## config.mk

```make
export PLATFORM = sky130hd
export DESIGN_NAME = or4_rr_arbiter
export DESIGN_NICKNAME = d
export VERILOG_FILES = /design/src/rtl/or4_rr_arbiter.sv
export SDC_FILE = /design/constraint.sdc
export NUM_CORES = 1
export LEC_CHECK = 0
export CORE_AREA = 2 2 39 41
export DETAILED_ROUTE_END_ITERATION = 10
export DIE_AREA = 0 0 41 43
export PLACE_DENSITY_LB_ADDON = 0.1
export SETUP_SLACK_MARGIN = 0.15
export SLEW_MARGIN = 20
export SYNTH_ARGS = -nofsm -noshare
export SYNTH_HDL_FRONTEND = slang
export SYNTH_SLANG_ARGS = --single-unit
```

## constraint.sdc

```tcl
create_clock -name clk -period 1.8 [get_ports clk]
set_clock_uncertainty 0.1 [all_clocks]
set_input_delay 0.18 -clock clk [delete_from_list [all_inputs] [get_ports clk]]
set_output_delay 0.18 -clock clk [all_outputs]
set_load 0.02 [all_outputs]
```

## src/rtl/or4_rr_arbiter.sv

```systemverilog
// ----------------------------------------------------------------------------
// or4_rr_arbiter
//
// Round-robin arbiter that shares one 4-input OR resource among four
// requesters (a, b, c, d). It issues a registered one-hot grant and keeps it
// while the owner keeps requesting. The unregistered OR of all requests is
// exposed on e, the "any request" line.
//
// Optional build macro:
//   OR4_ARB_HOLD_LIMIT_EN - when defined, an owner that has held the grant
//                           for MAX_HOLD cycles is evicted if anyone else is
//                           waiting. When undefined, tenure is unlimited.
//
// Parameters:
//   MAX_HOLD  maximum consecutive grant cycles per owner (2..15)
//   HOLD_W    width of the tenure counter, 2**HOLD_W > MAX_HOLD
//
// Ports:
//   clk        system clock, rising edge
//   rst        synchronous active-high reset
//   a,b,c,d    requests from requesters 0..3
//   e          combinational a|b|c|d (not affected by rst)
//   gnt        registered one-hot grant, bit i = requester i
//   gnt_valid  registered, equals |gnt
//   gnt_id     registered index of the current owner, 0 when idle
// ----------------------------------------------------------------------------
module or4_rr_arbiter #(
    parameter int MAX_HOLD = 8,
    parameter int HOLD_W   = 4
) (
    input  logic       clk,
    input  logic       rst,
    input  logic       a,
    input  logic       b,
    input  logic       c,
    input  logic       d,
    output logic       e,
    output logic [3:0] gnt,
    output logic       gnt_valid,
    output logic [1:0] gnt_id
);

    typedef enum logic {
        IDLE = 1'b0,
        BUSY = 1'b1
    } state_t;

    state_t            state_reg, state_next;
    logic [3:0]        gnt_reg, gnt_next;
    logic              gnt_valid_reg;
    logic [1:0]        gnt_id_reg, gnt_id_next;
    logic [1:0]        last_reg, last_next;
    logic [HOLD_W-1:0] hold_reg, hold_next;

    logic [3:0]        req;
    logic [3:0]        cand;
    logic [1:0]        win_id;
    logic              win_found;
    logic [1:0]        scan_idx;
    logic [3:0]        win_onehot;
    logic              owner_req;
    logic              hold_at_limit;
    logic              force_rotate;

    assign req = {d, c, b, a};
    assign e   = |req;

    // Candidates for a new grant never include the current owner. In IDLE
    // gnt_reg is zero so every request is a candidate.
    assign cand      = req & ~gnt_reg;
    assign owner_req = |(req & gnt_reg);

    // Rotating priority search: start just after the last winner and wrap,
    // so the last winner is examined last (lowest priority).
    always_comb begin
        win_id    = last_reg;
        win_found = 1'b0;
        scan_idx  = 2'd0;
        for (int k = 1; k <= 4; k++) begin
            scan_idx = last_reg + 2'(k);
            if (!win_found && cand[scan_idx]) begin
                win_id    = scan_idx;
                win_found = 1'b1;
            end
        end
    end

    generate
        for (genvar gi = 0; gi < 4; gi++) begin : g_onehot
            assign win_onehot[gi] = (win_id == 2'(gi));
        end
    endgenerate

    assign hold_at_limit = (hold_reg == HOLD_W'(MAX_HOLD - 1));

`ifdef OR4_ARB_HOLD_LIMIT_EN
    // Evict only when someone else is waiting; a lone owner keeps the grant.
    assign force_rotate = hold_at_limit && win_found;
`else
    assign force_rotate = 1'b0;
`endif

    always_comb begin
        state_next  = state_reg;
        gnt_next    = gnt_reg;
        gnt_id_next = gnt_id_reg;
        last_next   = last_reg;
        hold_next   = hold_reg;

        case (state_reg)
            IDLE: begin
                hold_next = '0;
                if (win_found) begin
                    state_next  = BUSY;
                    gnt_next    = win_onehot;
                    gnt_id_next = win_id;
                    last_next   = win_id;
                end
            end
            BUSY: begin
                if (owner_req && !force_rotate) begin
                    // Saturating tenure counter; never wraps.
                    if (!hold_at_limit) begin
                        hold_next = hold_reg + HOLD_W'(1);
                    end
                end else if (win_found) begin
                    // Hand-over in the same edge the owner leaves: no dead cycle.
                    gnt_next    = win_onehot;
                    gnt_id_next = win_id;
                    last_next   = win_id;
                    hold_next   = '0;
                end else begin
                    state_next  = IDLE;
                    gnt_next    = 4'b0000;
                    gnt_id_next = 2'd0;
                    hold_next   = '0;
                end
            end
            default: begin
                state_next  = IDLE;
                gnt_next    = 4'b0000;
                gnt_id_next = 2'd0;
                hold_next   = '0;
            end
        endcase
    end

    always_ff @(posedge clk) begin
        if (rst) begin
            state_reg     <= IDLE;
            gnt_reg       <= 4'b0000;
            gnt_valid_reg <= 1'b0;
            gnt_id_reg    <= 2'd0;
            last_reg      <= 2'd3;   // requester 0 has top priority first
            hold_reg      <= '0;
        end else begin
            state_reg     <= state_next;
            gnt_reg       <= gnt_next;
            gnt_valid_reg <= |gnt_next;
            gnt_id_reg    <= gnt_id_next;
            last_reg      <= last_next;
            hold_reg      <= hold_next;
        end
    end

    assign gnt       = gnt_reg;
    assign gnt_valid = gnt_valid_reg;
    assign gnt_id    = gnt_id_reg;

endmodule
```

==> out/metrics.cfg, run 1 <==
[outcome]
outcome=finished clean

[final_layout]
largest_reg_flops=4
diodes=0
post-route-util_pct=60.4
final_cell_mix=dfxtp_1, buf_4, clkdlybuf4s50_1
final_nets=87
synthToLayoutAreaGrowth_pct=45.9
drive_above_1_share_pct=39.2

[clock_tree]
cts-root-buf=clkbuf_4
cts_tree=done
numCtsBuffers=3
clock-sinks=10
clk_latency_ns=0.25
cts.clk_slew.worst_paths_ns=0.06
cts.htree.levels=1
cts_buffer_depth=2

[global_routing]
grt_max_degree=9
grt_pass1_vias=446
grt_first_pass_wirelength_mm=1.94
antenna_found_initial=0
grt.total_usage_pct=16.5
grt_overflow=0

[logic_synthesis]
synth.largest_area_cell=dfxtp_1
postSynth.topFlopCell=dfxtp_1
synthTopCellsByArea=dfxtp_1, a22o_1, nand4b_4, a211o_2, a22o_2
synth.distinct_cells=31
syn_area_um2=573
synth-edff-count=0
synth_top_area_share_pct=34.9
synth-seq-cells=10
async_flop_share_pct=0
syn_inst=55
synth_warnings=0
synth_fp_nets=61
avgSynthCellArea_um2=10.4
ys_seq_area_share_pct=34.9

[sta]
finalSetupViolCount=0
rsz0062_at_grt=true
worstMarginPinSlew_ns=0.392
timing.hold.ws_ns=0.359
finalMaxSlewViolations=0
max_clock_freq_mhz=616
hold_viol=0
min_period_ns=1.62
maxSlewHeadroom_pct=73.8
fin_crit_sh_pct=90.1
fin_ws_ns=0.177

[routing]
wire_per_inst_um=13.0
first_pass_iters=4
met2_wirelength_um=617
maxUsedRoutingLayer=met4
drt-total-wl_mm=1.24
drc=0
first_iter_violations=5
antenna_left=0
wl_met1_um=532
num_vias=501
routed-wl-met3_um=72
viasPerCell=5.27

[placed_design]
gp_congestion=0.677
place_worst_setup_slack_ns=-0.145
port-buffer-count=13
hpwl_um=930

[worst_setup_path]
crit_fanout=5
worstSetupEndpointType=flop
crit_path_end=gnt[0]
cp-startpoint=c
worstReg2RegStart=gnt[0]
r2r.worst_path.cells=5
required_ns=1.85
start_kind=input pin
critPathMaxStageDelay_ns=0.42
crit_type=input pin to flop
cp_slowest_cell=clkdlybuf4s50_1
cp_cell_sequence=clkdlybuf4s50_1 -> buf_4 -> a22o_4 -> o21ai_4 -> o21a_4 -> nor2_2 -> a22o_2
worstPathArrival_ns=1.67
rr_endpoint=gnt[2]
reg2reg_setup_slack_ns=0.24

[power]
pwr_density_cell_mw_per_mm2=1650
p_leak_nw=0.424
p_clk_share_pct=10.3
ir_drop_mv=0.860
p_comb_share_pct=58.1
intPower_w=0.000834
seqPwrFrac_pct=31.5
switchingPower_w=0.000546
swShare_pct=39.6

[floorplanning]
core_mm2=0.00138
initial_utilization_pct=41.4
die-area_mm2=0.00176
pin_count=14
die_w_um=41
num_rows=14
fp.dieH_um=43

[job]
maxCapViolCount=0

[min_path]
hold_path.class=flop to flop
min-delay-start=gnt_id[0]

==> per-stage QoR <==
step                      setup TNS, ns  instance area [um2]  std cells  total power [W]
final                                 0                  836         95          0.00138
after global routing                  0                  836         95          0.00148
after CTS                             0                  790         94          0.00134
after detailed placement         -0.668                  772         91          0.00119
after global placement           -0.602                  772         91          0.00118
after floorplan                       0                  573         55         0.000919
==> cells in the mapped netlist (all sizes together), types with 2 or more instances <==
library cell / instances
nand2: 2
o22ai: 2
inv: 4
a22o: 6
nor2b: 4
nand2b: 3
a21oi: 4
dfxtp: 10
a211o: 2
nor2: 4
==> routing by layer <==
metal | up-vias | global-route usage (%)
met5 | - | 0
met4 | 0 | 12.0
met3 | 2 | 1.57
met2 | 13 | 23.1
met1 | 229 | 22.4
li1 | 257 | -
==> logic make-up (layout without fill, tap and decap cells) <==
family                 after synthesis  count (layout)  share of synthesized area (%)
and+or+nand+nor                     19              19                           27.9
DFF                                 10              10                           34.9
AOI/OAI and AO/OA                   21              21                           32.5
buffers and inverters                5              29                           4.58
==> critical path, delay by kind of cell <==
kind | cells | cell delay (ns)
buffers and inverters | 2 | 0.57
and+or+nand+nor | 1 | 0.05
AOI/OAI and AO/OA | 4 | 0.86
==> power by group through the flow <==
stage | registers (W) | logic, W | clock network [W]
2_1_floorplan | 0.000489 | 0.000429 | 0
3_3_place_gp | 0.000428 | 0.000752 | 0
3_5_place_dp | 0.000431 | 0.000757 | 0
4_1_cts | 0.000427 | 0.000760 | 0.000151
5_1_grt | 0.000454 | 0.000868 | 0.000163
6_report | 0.000435 | 0.000802 | 0.000143
==> how the worst min path moves through the flow <==
stage                     cells after the start  slack, ns        end
final                                         1       0.36  gnt_id[0]
after global routing                          1       0.37  gnt_id[0]
after CTS                                     1       0.36  gnt_id[0]
after detailed placement                      1       0.34  gnt_id[0]
after global placement                        1       0.34  gnt_id[0]
after floorplan                               2       0.27  gnt_valid
==> timing repair <==
item	4_1_cts	5_1_grt
gates resized for setup	4	11
setup buffers	0	1
hold buffers	0	0
pin swaps	0	4
endpoints found under the setup margin	1	9
==> final cells by class <==
cell class / instances / area, um2
Fill cell: 114 / 548
Multi-Input combinational cell: 40 / 367
Timing Repair Buffer: 22 / 209
Sequential cell: 10 / 203
Clock buffer: 3 / 22.5
Tap cell: 16 / 20.0
Inverter: 4 / 15.0
Note: power is estimated with default switching activity, not from simulation.
==> run 2: changes to the inputs <==
clock period = 1.7 ns   (was 1.8 ns; I/O delays follow)
==> out/metrics.cfg, run 2 (synthesis gave the netlist of run 1 again) <==
[floorplanning]
die-area_mm2=0.00176
fp.dieH_um=43
die_w_um=41
core_mm2=0.00138
initial_utilization_pct=41.4
pin_count=14
num_rows=14

[worst_setup_path]
worstPathArrival_ns=1.59
crit_type=flop to flop
start_kind=flop
worstSetupEndpointType=flop
required_ns=1.76
crit_fanout=5

[final_layout]
nFillCells=125
post-route-util_pct=61.9
final_cell_mix=buf_4, dlygate4sd2_1, dfxtp_1, clkdlybuf4s50_1
diodes=0
instances_no_fill=95
largest_reg_flops=4
register_area_um2=211
final_common_cell=buf_4
synthToLayoutAreaGrowth_pct=49.6
final_nets=86
drive_above_1_share_pct=44.3
multi_input_area_um2=388

[sta]
min_period_ns=1.54
rsz0062_at_grt=true
finalSetupViolCount=0
max_clock_freq_mhz=651
fin_crit_sh_pct=90.4
maxSlewHeadroom_pct=69.7
finalMaxSlewViolations=0
worstMarginPinSlew_ns=0.452
hold_viol=0

[routing]
first_iter_violations=6
wire_per_inst_um=12.7
drt-total-wl_mm=1.20
antenna_left=0
num_vias=511
first_pass_iters=4
drc=0
viasPerCell=5.38

[clock_tree]
cts_tree=done
cts-root-buf=clkbuf_4
numCtsBuffers=3
cts.clk_slew.worst_paths_ns=0.07
cts_hold_buffers=0
cts.htree.levels=1
clock-sinks=10
cts_buffer_depth=2
clk_latency_ns=0.26

[power]
pwr_density_cell_mw_per_mm2=1820
p_leak_nw=0.397
seqPwrFrac_pct=30.1
intPower_w=0.000948
swShare_pct=39.2
switchingPower_w=0.000611
ir_drop_mv=0.932
p_comb_share_pct=56.4
p_clk_share_pct=13.6

[global_routing]
antenna_found_initial=0
grt_pass1_vias=419
grt_overflow=0
grt_first_pass_wirelength_mm=1.79
grt_max_degree=9
grt.total_usage_pct=15.1

[placed_design]
dp.cells=89
port-buffer-count=13
gp_congestion=0.729

[min_path]
hold_path.class=flop to flop

[job]
maxCapViolCount=0

[outcome]
outcome=finished clean

[run 2: cell types whose count changed in the layout (fill, tap and decap cells not counted), sizes merged]
cell	before	now
clkdlybuf4s50	7	5
dlygate4sd2	0	6
dlymetal6s2s	5	1
buf	10	9
clkbuf	3	4
[run 2: metrics by stage]
| step | hold WS (ns) | setup TNS (ns) | area (um2) | setup WS (ns) | total power (W) |
|---|---|---|---|---|---|
| 6_report | 0.353 | 0 | 857 | 0.164 | 0.00156 |
| 5_1_grt | 0.388 | 0 | 857 | 0.117 | 0.00166 |
| 4_1_cts | 0.359 | 0 | 805 | 0.0427 | 0.00147 |
| 3_5_place_dp | 0.343 | -1.55 | 759 | -0.239 | 0.00125 |
| 3_3_place_gp | 0.337 | -1.69 | 759 | -0.225 | 0.00125 |
| 2_1_floorplan | 0.261 | 0 | 576 | 0.162 | 0.000978 |
[run 2: metal layers]
layer	GRT usage, %	share of wire [%]
met2	21.6	45
met3	4.71	7.6
met4	4.00	0.50
met1	21.4	47
met5	0	0
[run 2: worst paths after layout]
check | start | end | slack [ns] | cells past startpoint
worst max-delay path | gnt[1] | gnt[2] | 0.16 | 5
worst min-delay path | gnt_id[0] | gnt_id[0] | 0.35 | 1
worst max register to register | gnt[1] | gnt[2] | 0.16 | 5
worst min register to register | gnt_id[0] | gnt_id[0] | 0.35 | 1
[run 2: cell type report]
class | count | area share, %
inverters | 4 | 1.75
repair buffers | 21 | 21.8
well taps | 16 | 2.34
flip-flops and latches | 10 | 24.7
multi-input cells | 40 | 45.3
clock buffers | 4 | 4.23
[run 2: timing repair]
action                     in CTS  in global routing
pin swaps                       5                 14
gates resized for setup        12                 13
setup endpoints to repair      11                  9
setup buffers                   0                  2
[run 2: critical path, cell delays in order, from the launching register on]
cell and delay [ns]:
dfxtp_4 0.36, a22o_1 0.26, o21ai_4 0.23, o21a_4 0.18, nor2_4 0.05, a22o_2 0.24
[run 2: power by group through the flow]
| stage | clock (W) | sequential (W) | combinational [W] |
|---|---|---|---|
| 2_1_floorplan | 0 | 0.000523 | 0.000455 |
| 3_3_place_gp | 0 | 0.000459 | 0.000795 |
| 3_5_place_dp | 0 | 0.000460 | 0.000793 |
| 4_1_cts | 0.000215 | 0.000457 | 0.000796 |
| 5_1_grt | 0.000227 | 0.000487 | 0.000950 |
| 6_report | 0.000212 | 0.000469 | 0.000879 |
